===== src/rtl/mario_sprite_fetch.sv =====
// Mario sprite ROM read front end: raster hit test, mirrored ROM addressing,
// a 3-cycle pixel pipeline around the ROM, and the walk-animation frame selector.
module mario_sprite_fetch #(
   parameter int          SPRITE_W    = 16,
   parameter int          SPRITE_H    = 16,
   parameter int          NUM_FRAMES  = 5,
   parameter int          FRAME_TICKS = 6,
   parameter logic [23:0] KEY_COLOR   = 24'hFF00FF
) (
   input  logic        Clk,
   input  logic        Reset_n,
   input  logic        frame_pulse,
   input  logic [9:0]  DrawX,
   input  logic [9:0]  DrawY,
   input  logic [9:0]  MarioX,
   input  logic [9:0]  MarioY,
   input  logic        walking,
   input  logic        facing_left,
   output logic [10:0] rom_addr,
   input  logic [23:0] rom_data,
   output logic [23:0] pixel_out,
   output logic        pixel_on,
   output logic [2:0]  frame_idx
);

   localparam int OFS_W  = $clog2(SPRITE_W);
   localparam int DY_W   = $clog2(SPRITE_H);
   localparam int TICK_W = (FRAME_TICKS > 1) ? $clog2(FRAME_TICKS) : 1;

   localparam logic [OFS_W-1:0]  COL_MAX    = OFS_W'(SPRITE_W - 1);
   localparam logic [TICK_W-1:0] TICK_LAST  = TICK_W'(FRAME_TICKS - 1);
   localparam logic [2:0]        FRAME_LAST = 3'(NUM_FRAMES - 1);

   localparam logic [0:0] ST_STAND = 1'b0;
   localparam logic [0:0] ST_WALK  = 1'b1;

   logic [10:0]       w_x_end_p0;
   logic [10:0]       w_y_end_p0;
   logic              w_hit_p0;
   logic [OFS_W-1:0]  w_dx_p0;
   logic [OFS_W-1:0]  w_col_p0;
   logic [DY_W-1:0]   w_dy_p0;
   logic [10:0]       w_addr_p0;

   logic [10:0]       r_rom_addr_p1;
   logic              r_hit_p1;
   logic              r_hit_p2;
   logic [23:0]       r_pixel_p3;
   logic              r_on_p3;

   logic [0:0]        r_state;
   logic [TICK_W-1:0] r_tick;
   logic [2:0]        r_frame_idx;

   // Stage 0: hit test widened to 11 bits so sprites at the far edge never wrap
   assign w_x_end_p0 = {1'b0, MarioX} + 11'(SPRITE_W);
   assign w_y_end_p0 = {1'b0, MarioY} + 11'(SPRITE_H);
   assign w_hit_p0   = (DrawX >= MarioX) && ({1'b0, DrawX} < w_x_end_p0) &&
                       (DrawY >= MarioY) && ({1'b0, DrawY} < w_y_end_p0);

   assign w_dx_p0   = OFS_W'(DrawX) - OFS_W'(MarioX);
   assign w_dy_p0   = DY_W'(DrawY) - DY_W'(MarioY);
   assign w_col_p0  = facing_left ? (COL_MAX - w_dx_p0) : w_dx_p0;
   assign w_addr_p0 = 11'(r_frame_idx) * 11'(SPRITE_W * SPRITE_H) +
                      11'(w_dy_p0) * 11'(SPRITE_W) + 11'(w_col_p0);

   // Stage 1 (address to ROM), stage 2 (ROM latency), stage 3 (colour out)
   always_ff @(posedge Clk or negedge Reset_n) begin
      if (!Reset_n) begin
         r_rom_addr_p1 <= '0;
         r_hit_p1      <= 1'b0;
         r_hit_p2      <= 1'b0;
         r_pixel_p3    <= '0;
         r_on_p3       <= 1'b0;
      end else begin
         if (w_hit_p0)
            r_rom_addr_p1 <= w_addr_p0;
         r_hit_p1   <= w_hit_p0;
         r_hit_p2   <= r_hit_p1;
         r_on_p3    <= r_hit_p2 && (rom_data != KEY_COLOR);
         r_pixel_p3 <= r_hit_p2 ? rom_data : 24'h0;
      end
   end

   // Animation only moves on frame_pulse, so a frame never changes mid-scan
   always_ff @(posedge Clk or negedge Reset_n) begin
      if (!Reset_n) begin
         r_state     <= ST_STAND;
         r_tick      <= '0;
         r_frame_idx <= 3'd0;
      end else if (frame_pulse) begin
         case (r_state)
            ST_STAND: begin
               r_tick <= '0;
               if (walking) begin
                  r_state     <= ST_WALK;
                  r_frame_idx <= 3'd1;
               end else begin
                  r_frame_idx <= 3'd0;
               end
            end
            ST_WALK: begin
               if (!walking) begin
                  r_state     <= ST_STAND;
                  r_frame_idx <= 3'd0;
                  r_tick      <= '0;
               end else if (r_tick == TICK_LAST) begin
                  r_tick      <= '0;
                  r_frame_idx <= (r_frame_idx == FRAME_LAST) ? 3'd1 : r_frame_idx + 3'd1;
               end else begin
                  r_tick <= r_tick + TICK_W'(1);
               end
            end
            default: begin
               r_state     <= ST_STAND;
               r_frame_idx <= 3'd0;
               r_tick      <= '0;
            end
         endcase
      end
   end

   assign rom_addr  = r_rom_addr_p1;
   assign pixel_out = r_pixel_p3;
   assign pixel_on  = r_on_p3;
   assign frame_idx = r_frame_idx;

endmodule


===== config.mk =====
export PLATFORM = sky130hd
export DESIGN_NAME = mario_sprite_fetch
export DESIGN_NICKNAME = d
export VERILOG_FILES = /design/src/rtl/mario_sprite_fetch.sv
export SDC_FILE = /design/constraint.sdc
export NUM_CORES = 1
export LEC_CHECK = 0
export ABC_AREA = 1
export BUFFER_PORTS_ARGS = -buffer_cell sky130_fd_sc_hd__buf_2
export CAP_MARGIN = 20
export CORE_MARGIN = 2
export CORE_UTILIZATION = 54
export CTS_BUF_LIST = sky130_fd_sc_hd__clkbuf_4 sky130_fd_sc_hd__clkbuf_8 sky130_fd_sc_hd__clkbuf_16
export CTS_CLUSTER_DIAMETER = 50
export DETAILED_ROUTE_END_ITERATION = 8
export PLACE_DENSITY = 0.95
export SLEW_MARGIN = 20
export SYNTH_ARGS = -nofsm -noshare
export SYNTH_HDL_FRONTEND = slang
export SYNTH_SLANG_ARGS = --single-unit

===== constraint.sdc =====
create_clock -name Clk -period 1.78 [get_ports Clk]
set_input_delay 0 -clock Clk [delete_from_list [all_inputs] [get_ports Clk]]
set_output_delay 0 -clock Clk [all_outputs]
set_load 0.005 [all_outputs]

==> results.toml, run 1 <==
[status]
run_status = "complete, no violations"

[critical_path]
slowest_stage = "ha_1"
worstPathArrival_ps = 1900
worstPathMaxFanout = 6
critPathMostFrequentCell = "nand2_1"
crit_start = "MarioY[4]"
max_stage_delay_ps = 270
critPathKind = "in -> reg"
critical_path_required_ps = 2020
timing.rr.start = "r_tick[0]"
critPathLaunchType = "primary input"
endpoint_kind = "register"
path_cells = "buf_2 > ha_1 > xnor2_1 > ha_1 > a21o_1 > a21oi_1 > nand2_1 > nand2_1 > nand2_1 > nor2_2 > buf_4 > nand3_1 > nand2_1"

[cells_and_area]
fillCellCount = 330
area_growth_pct = 37.6
drive_above_1_share = 0.255
postLayoutCellArea_um2 = 4080
final_common_cell = "nand2_1"
final_cell_mix = "nand2_1, buf_2, inv_1, dfrtp_1, ha_1"
antenna_cells = 0
regArea_um2 = 1130
nets = 644
multi_input_area_um2 = 1500

[clocking]
clkLatencyLatePin_ps = 300
post_cts_buffers = 0
clock_sinks = 45
cts_max_path_buffers = 2
ctsHtreeMaxLevel = 2
cts_root_buf = "clkbuf_8"
path_clk_slew_ps = 100
cts_buffers = 5
cts_tree = "done"

[logic_synthesis]
yosysWarnings = 0
syn_avg_cell_area_um2 = 7.67
syn-num-nets = 494
yosysSeqAreaShare = 0.379
netlist_area_um2 = 2970
synth_cells = 387
yosys.area.top_type = "dfrtp_1"
synth_top_area_frac = 0.379
ys_seq_elements = 45
yosys-top-cells-area = "dfrtp_1, ha_1, nand2_1"
yosysUniqueCellTypes = 25

[timing]
max_freq_ghz = 0.602
drv_slew = 0
rsz0062_at_grt = "false"
max_slew_margin = 0.366
setup_viol = 0
fin_crit_sh = 0.933
finalHoldViolCount = 0
period_needed_ps = 1660
fin_skew_ps = 11.4
worst_slew_pin_slew_ps = 950

[floorplan]
die_y_um = 78.1
die_w_um = 78.1
start_util = 0.570
core-area_um2 = 5200
die_area_um2 = 6110
rows = 26
pin_count = 108

[global_routing]
top_usage_layer = "met2"
grt_pass1_vias = 3187
met2_usage = 0.576
grt_pass1_wl_mm = 14.1
track_usage = 0.296
use_met3 = 0.0770
met1_usage = 0.275
grt_max_degree = 46
antenna_found_initial = 0
grt_overflow_total = 0

[flow_run]
cap_violations = 0

[drt]
drc = 0
dr.pass1.iters = 4
wl_mm = 8.88
viasPerCell = 5.11
ant_nets = 0
avgRoutedWirePerCell_um = 14.6
first_iter_violations = 160
vias = 3106

[worst_hold_path]
hold_path.class = "in -> reg"
worstHoldStart = "walking"

[power_and_ir_drop]
ir_drop_uv = 503
p_total_mw = 3.17
p_leak_nw = 2.60
power_density_nw_per_um2 = 776

[placement]
routabilityCongestion = 0.872
place_area_um2 = 3680
portBuffers = 107
place_hpwl_mm = 6.00
-- sequential cells by signal (all words and copies together) (netlist names) --
name       count
r_hit_p1       1
r_state        1
pixel_on       1
r_tick         3
rom_addr      11
r_hit_p2       1
frame_idx      3
pixel_out     24
-- stage by stage --
step	hold slack (ps)	TNS (ps)	util	instances	worst slack, ps
floorplan	-296	0	-	387	198
global placement	187	-2360	0.707	574	-218
detailed placement	189	-3070	0.707	574	-295
CTS	34.3	0	0.785	608	128
global route	54.3	0	0.785	608	18.4
finish	43.5	0	0.785	608	120
-- worst max-delay path: cells and delay by family --
family,cells,cell delay (ps)
AO/OA/AOI/OAI,2,330
adder cells (fa/ha/maj),2,520
buffers and inverters,2,260
AND/OR/NAND/NOR,6,600
XOR/XNOR,1,190
-- routing by layer --
layer / share of wire / routed length, um
met5: 0 / 0
met4: 0.051 / 451
met3: 0.072 / 642
met2: 0.53 / 4720
met1: 0.35 / 3070
-- report_power, final --
part	switching (mW)	leakage [nW]	internal (mW)	total [mW]
clock	0.363	0.0687	0.565	0.928
combinational	0.530	1.93	0.430	0.960
sequential	0.100	0.606	1.18	1.28
total	0.993	2.60	2.18	3.17
-- cells by family after synthesis --
group	share of synthesized area
AOI/OAI and AO/OA	0.0493
DFF	0.379
and+or+nand+nor	0.243
buffers and inverters	0.116
adders and majority gates	0.165
xor gates and xnor gates	0.0472
-- worst paths after layout --
kind | end | slack, ps | cells after the start
min | r_state | 40 | 3
max reg2reg | frame_idx[1] | 390 | 6
min in group asynchronous | pixel_out[14] | 390 | 2
max in group asynchronous | frame_idx[0] | 780 | 2
min reg2reg | r_hit_p2 | 360 | 0
max | rom_addr[6] | 120 | 13
-- synthesized netlist by cell type --
cell	n
nor4_1	2
fa_1	2
a21o_1	2
nand2_1	120
buf_4	3
nand4_1	6
nor3_1	3
nand3_1	21
o22ai_1	1
nor2_2	1
a21oi_1	12
inv_1	76
clkbuf_1	4
o21a_1	2
buf_6	1
ha_1	36
nand3b_1	2
a31oi_1	1
buf_2	2
o21ai_0	7
xor2_1	10
nor2_1	21
o31a_1	1
xnor2_1	6
dfrtp_1	45
-- what timing repair did --
action / 4_1_cts / 5_1_grt
gates resized for setup: 1 / 0
hold buffers: 26 / 0
endpoints found under the hold margin: 71 / 0
endpoints found under the setup margin: 6 / 0
-- cell type report --
type                    instances  area share
clock buffers                   5      0.0169
clock inverters                 3      0.0169
inverters                      76      0.0699
multi-input cells             256       0.368
flip-flops and latches         45       0.276
well taps                      70      0.0214
repair buffers                153       0.232
No activity file was read; power rests on OpenSTA's default activity.
==> inputs of run 2 (changes only) <==
--- a/config.mk
+++ b/config.mk
@@ -9,11 +9,11 @@
 export BUFFER_PORTS_ARGS = -buffer_cell sky130_fd_sc_hd__buf_2
 export CAP_MARGIN = 20
 export CORE_MARGIN = 2
-export CORE_UTILIZATION = 54
+export CORE_UTILIZATION = 30
 export CTS_BUF_LIST = sky130_fd_sc_hd__clkbuf_4 sky130_fd_sc_hd__clkbuf_8 sky130_fd_sc_hd__clkbuf_16
 export CTS_CLUSTER_DIAMETER = 50
 export DETAILED_ROUTE_END_ITERATION = 8
-export PLACE_DENSITY = 0.95
+export PLACE_DENSITY = 0.62
 export SLEW_MARGIN = 20
 export SYNTH_ARGS = -nofsm -noshare
 export SYNTH_HDL_FRONTEND = slang
==> results.toml, run 2 (same netlist as run 1, synthesis figures left out) <==
[status]
run_status = "complete, no violations"

[clocking]
cts_buffers = 5
cts_max_path_buffers = 2
cts_root_buf = "clkbuf_8"
post_cts_buffers = 0
path_clk_slew_ps = 80
clkLatencyLatePin_ps = 290
cts_tree = "done"
clock_sinks = 45
ctsHtreeMaxLevel = 2

[drt]
viasPerCell = 4.20
wl_mm = 6.88
ant_nets = 0
vias = 2769
dr.pass1.iters = 4
drc = 0
first_iter_violations = 103
avgRoutedWirePerCell_um = 10.4

[cells_and_area]
largest_register_ffs = 24
area_growth_pct = 38.1
antenna_cells = 0
final_common_cell = "nand2_1"
nets = 633
postLayoutCellArea_um2 = 4100
final_cell_mix = "nand2_1, buf_2, inv_1, dfrtp_1, ha_1"
drive_above_1_share = 0.237

[critical_path]
path_cells = "buf_2 > ha_1 > nand3_1 > xor2_1 > ha_1 > nand2_1 > nand2_1 > nand2_1 > nand2_1 > nand2_1 > nand2_1 > a21oi_1 > nand3_1 > buf_4 > nand2_1 > nand2_1"
critPathBufInv = 2
critPathLaunchType = "primary input"
worstPathArrival_ps = 1670
critPathMostFrequentCell = "nand2_1"
r2r_slack_ps = 560
endpoint_kind = "register"
critPathKind = "in -> reg"
critical_path_required_ps = 1970
slowest_stage = "ha_1"
max_stage_delay_ps = 270
critical_path.top_delay_family = "simple AND/OR/NAND/NOR gates"
worstPathMaxFanout = 12

[timing]
worst_slack_ps = 298
holdWs_ps = 22.0
drv_slew = 0
rsz0062_at_grt = "false"
period_needed_ps = 1480
setup_viol = 0
finalHoldViolCount = 0
worst_slew_pin_slew_ps = 425
max_freq_ghz = 0.675
fin_skew_ps = 3.83
max_slew_margin = 0.717
fin_crit_sh = 0.833

[floorplan]
die_area_um2 = 10700
core-area_um2 = 9680
die_y_um = 103
start_util = 0.306
rows = 36
pin_count = 108
die_w_um = 103

[global_routing]
antenna_found_initial = 0
track_usage = 0.131
grt_max_degree = 30
grt_pass1_wl_mm = 11.3
grt_pass1_vias = 2713
grt_overflow_total = 0

[worst_hold_path]
hold_path.class = "in -> reg"

[power_and_ir_drop]
ir_drop_uv = 469
p_total_mw = 3.06
power_density_nw_per_um2 = 746
p_leak_nw = 2.55

[placement]
pre_cts_ws_ps = -41.3
place_area_um2 = 3700
portBuffers = 107
routabilityCongestion = 0.822
place_hpwl_mm = 5.52

[flow_run]
cap_violations = 0
[run 2: changes by cell type in the layout (fill, tap and decap cells not counted)]
| cell | before | now |
|---|---|---|
| buf_4 | 20 | 7 |
| buf_12 | 0 | 2 |
| a21oi_1 | 11 | 12 |
| a21oi_2 | 1 | 0 |
| clkinv_2 | 0 | 1 |
| inv_6 | 1 | 0 |
[run 2: metal layers]
layer,global-route usage,routed length [um],part of all wire
met4,0.0273,76,0.011
met1,0.157,3070,0.45
met2,0.237,3220,0.47
met5,0,0,0
met3,0.0356,509,0.074
[run 2: where the power goes]
group          switching [mW]  total, mW  internal [mW]
Sequential             0.0874       1.27           1.18
Combinational           0.481      0.899          0.418
Clock                   0.332      0.890          0.557
Total                   0.901       3.06           2.15
[run 2: repair_timing]
item                                   CTS  global route
gates resized for setup                  0             0
hold buffers                            26             0
endpoints found under the hold margin   71             0
[run 2: worst paths after layout]
path | to | depth (start not counted) | startpoint
max in group asynchronous | r_hit_p2 | 3 | Reset_n
hold reg to reg | r_hit_p2 | 0 | r_hit_p1
setup / recovery | rom_addr[2] | 16 | MarioY[4]
min in group asynchronous | pixel_out[7] | 2 | Reset_n
hold / removal | r_state | 3 | walking
setup reg to reg | frame_idx[1] | 6 | r_tick[0]
[run 2: cell type report]
class / instances / area, um2
fillers: 944 / 5590
multi-input cells: 256 / 1500
flip-flops and latches: 45 / 1130
repair buffers: 142 / 888
inverters: 76 / 285
well taps: 133 / 166
clock buffers: 5 / 68.8
clock inverters: 3 / 65.1
[run 2: worst register-to-register path: stages, from the launching register on]
cell,delay (ps)
dfrtp_1,400
nand2_1,80
nor2_1,50
o21ai_0,280
inv_1,130
nand4_1,80
o21ai_0,80
[run 2: through the flow]
stage | util | setup TNS [ps] | instances
final | 0.423 | 0 | 660
after global routing | 0.423 | 0 | 660
after CTS | 0.423 | 0 | 660
after detailed placement | 0.382 | -326 | 626
after global placement | 0.382 | 0 | 626
after floorplan | - | 0 | 387
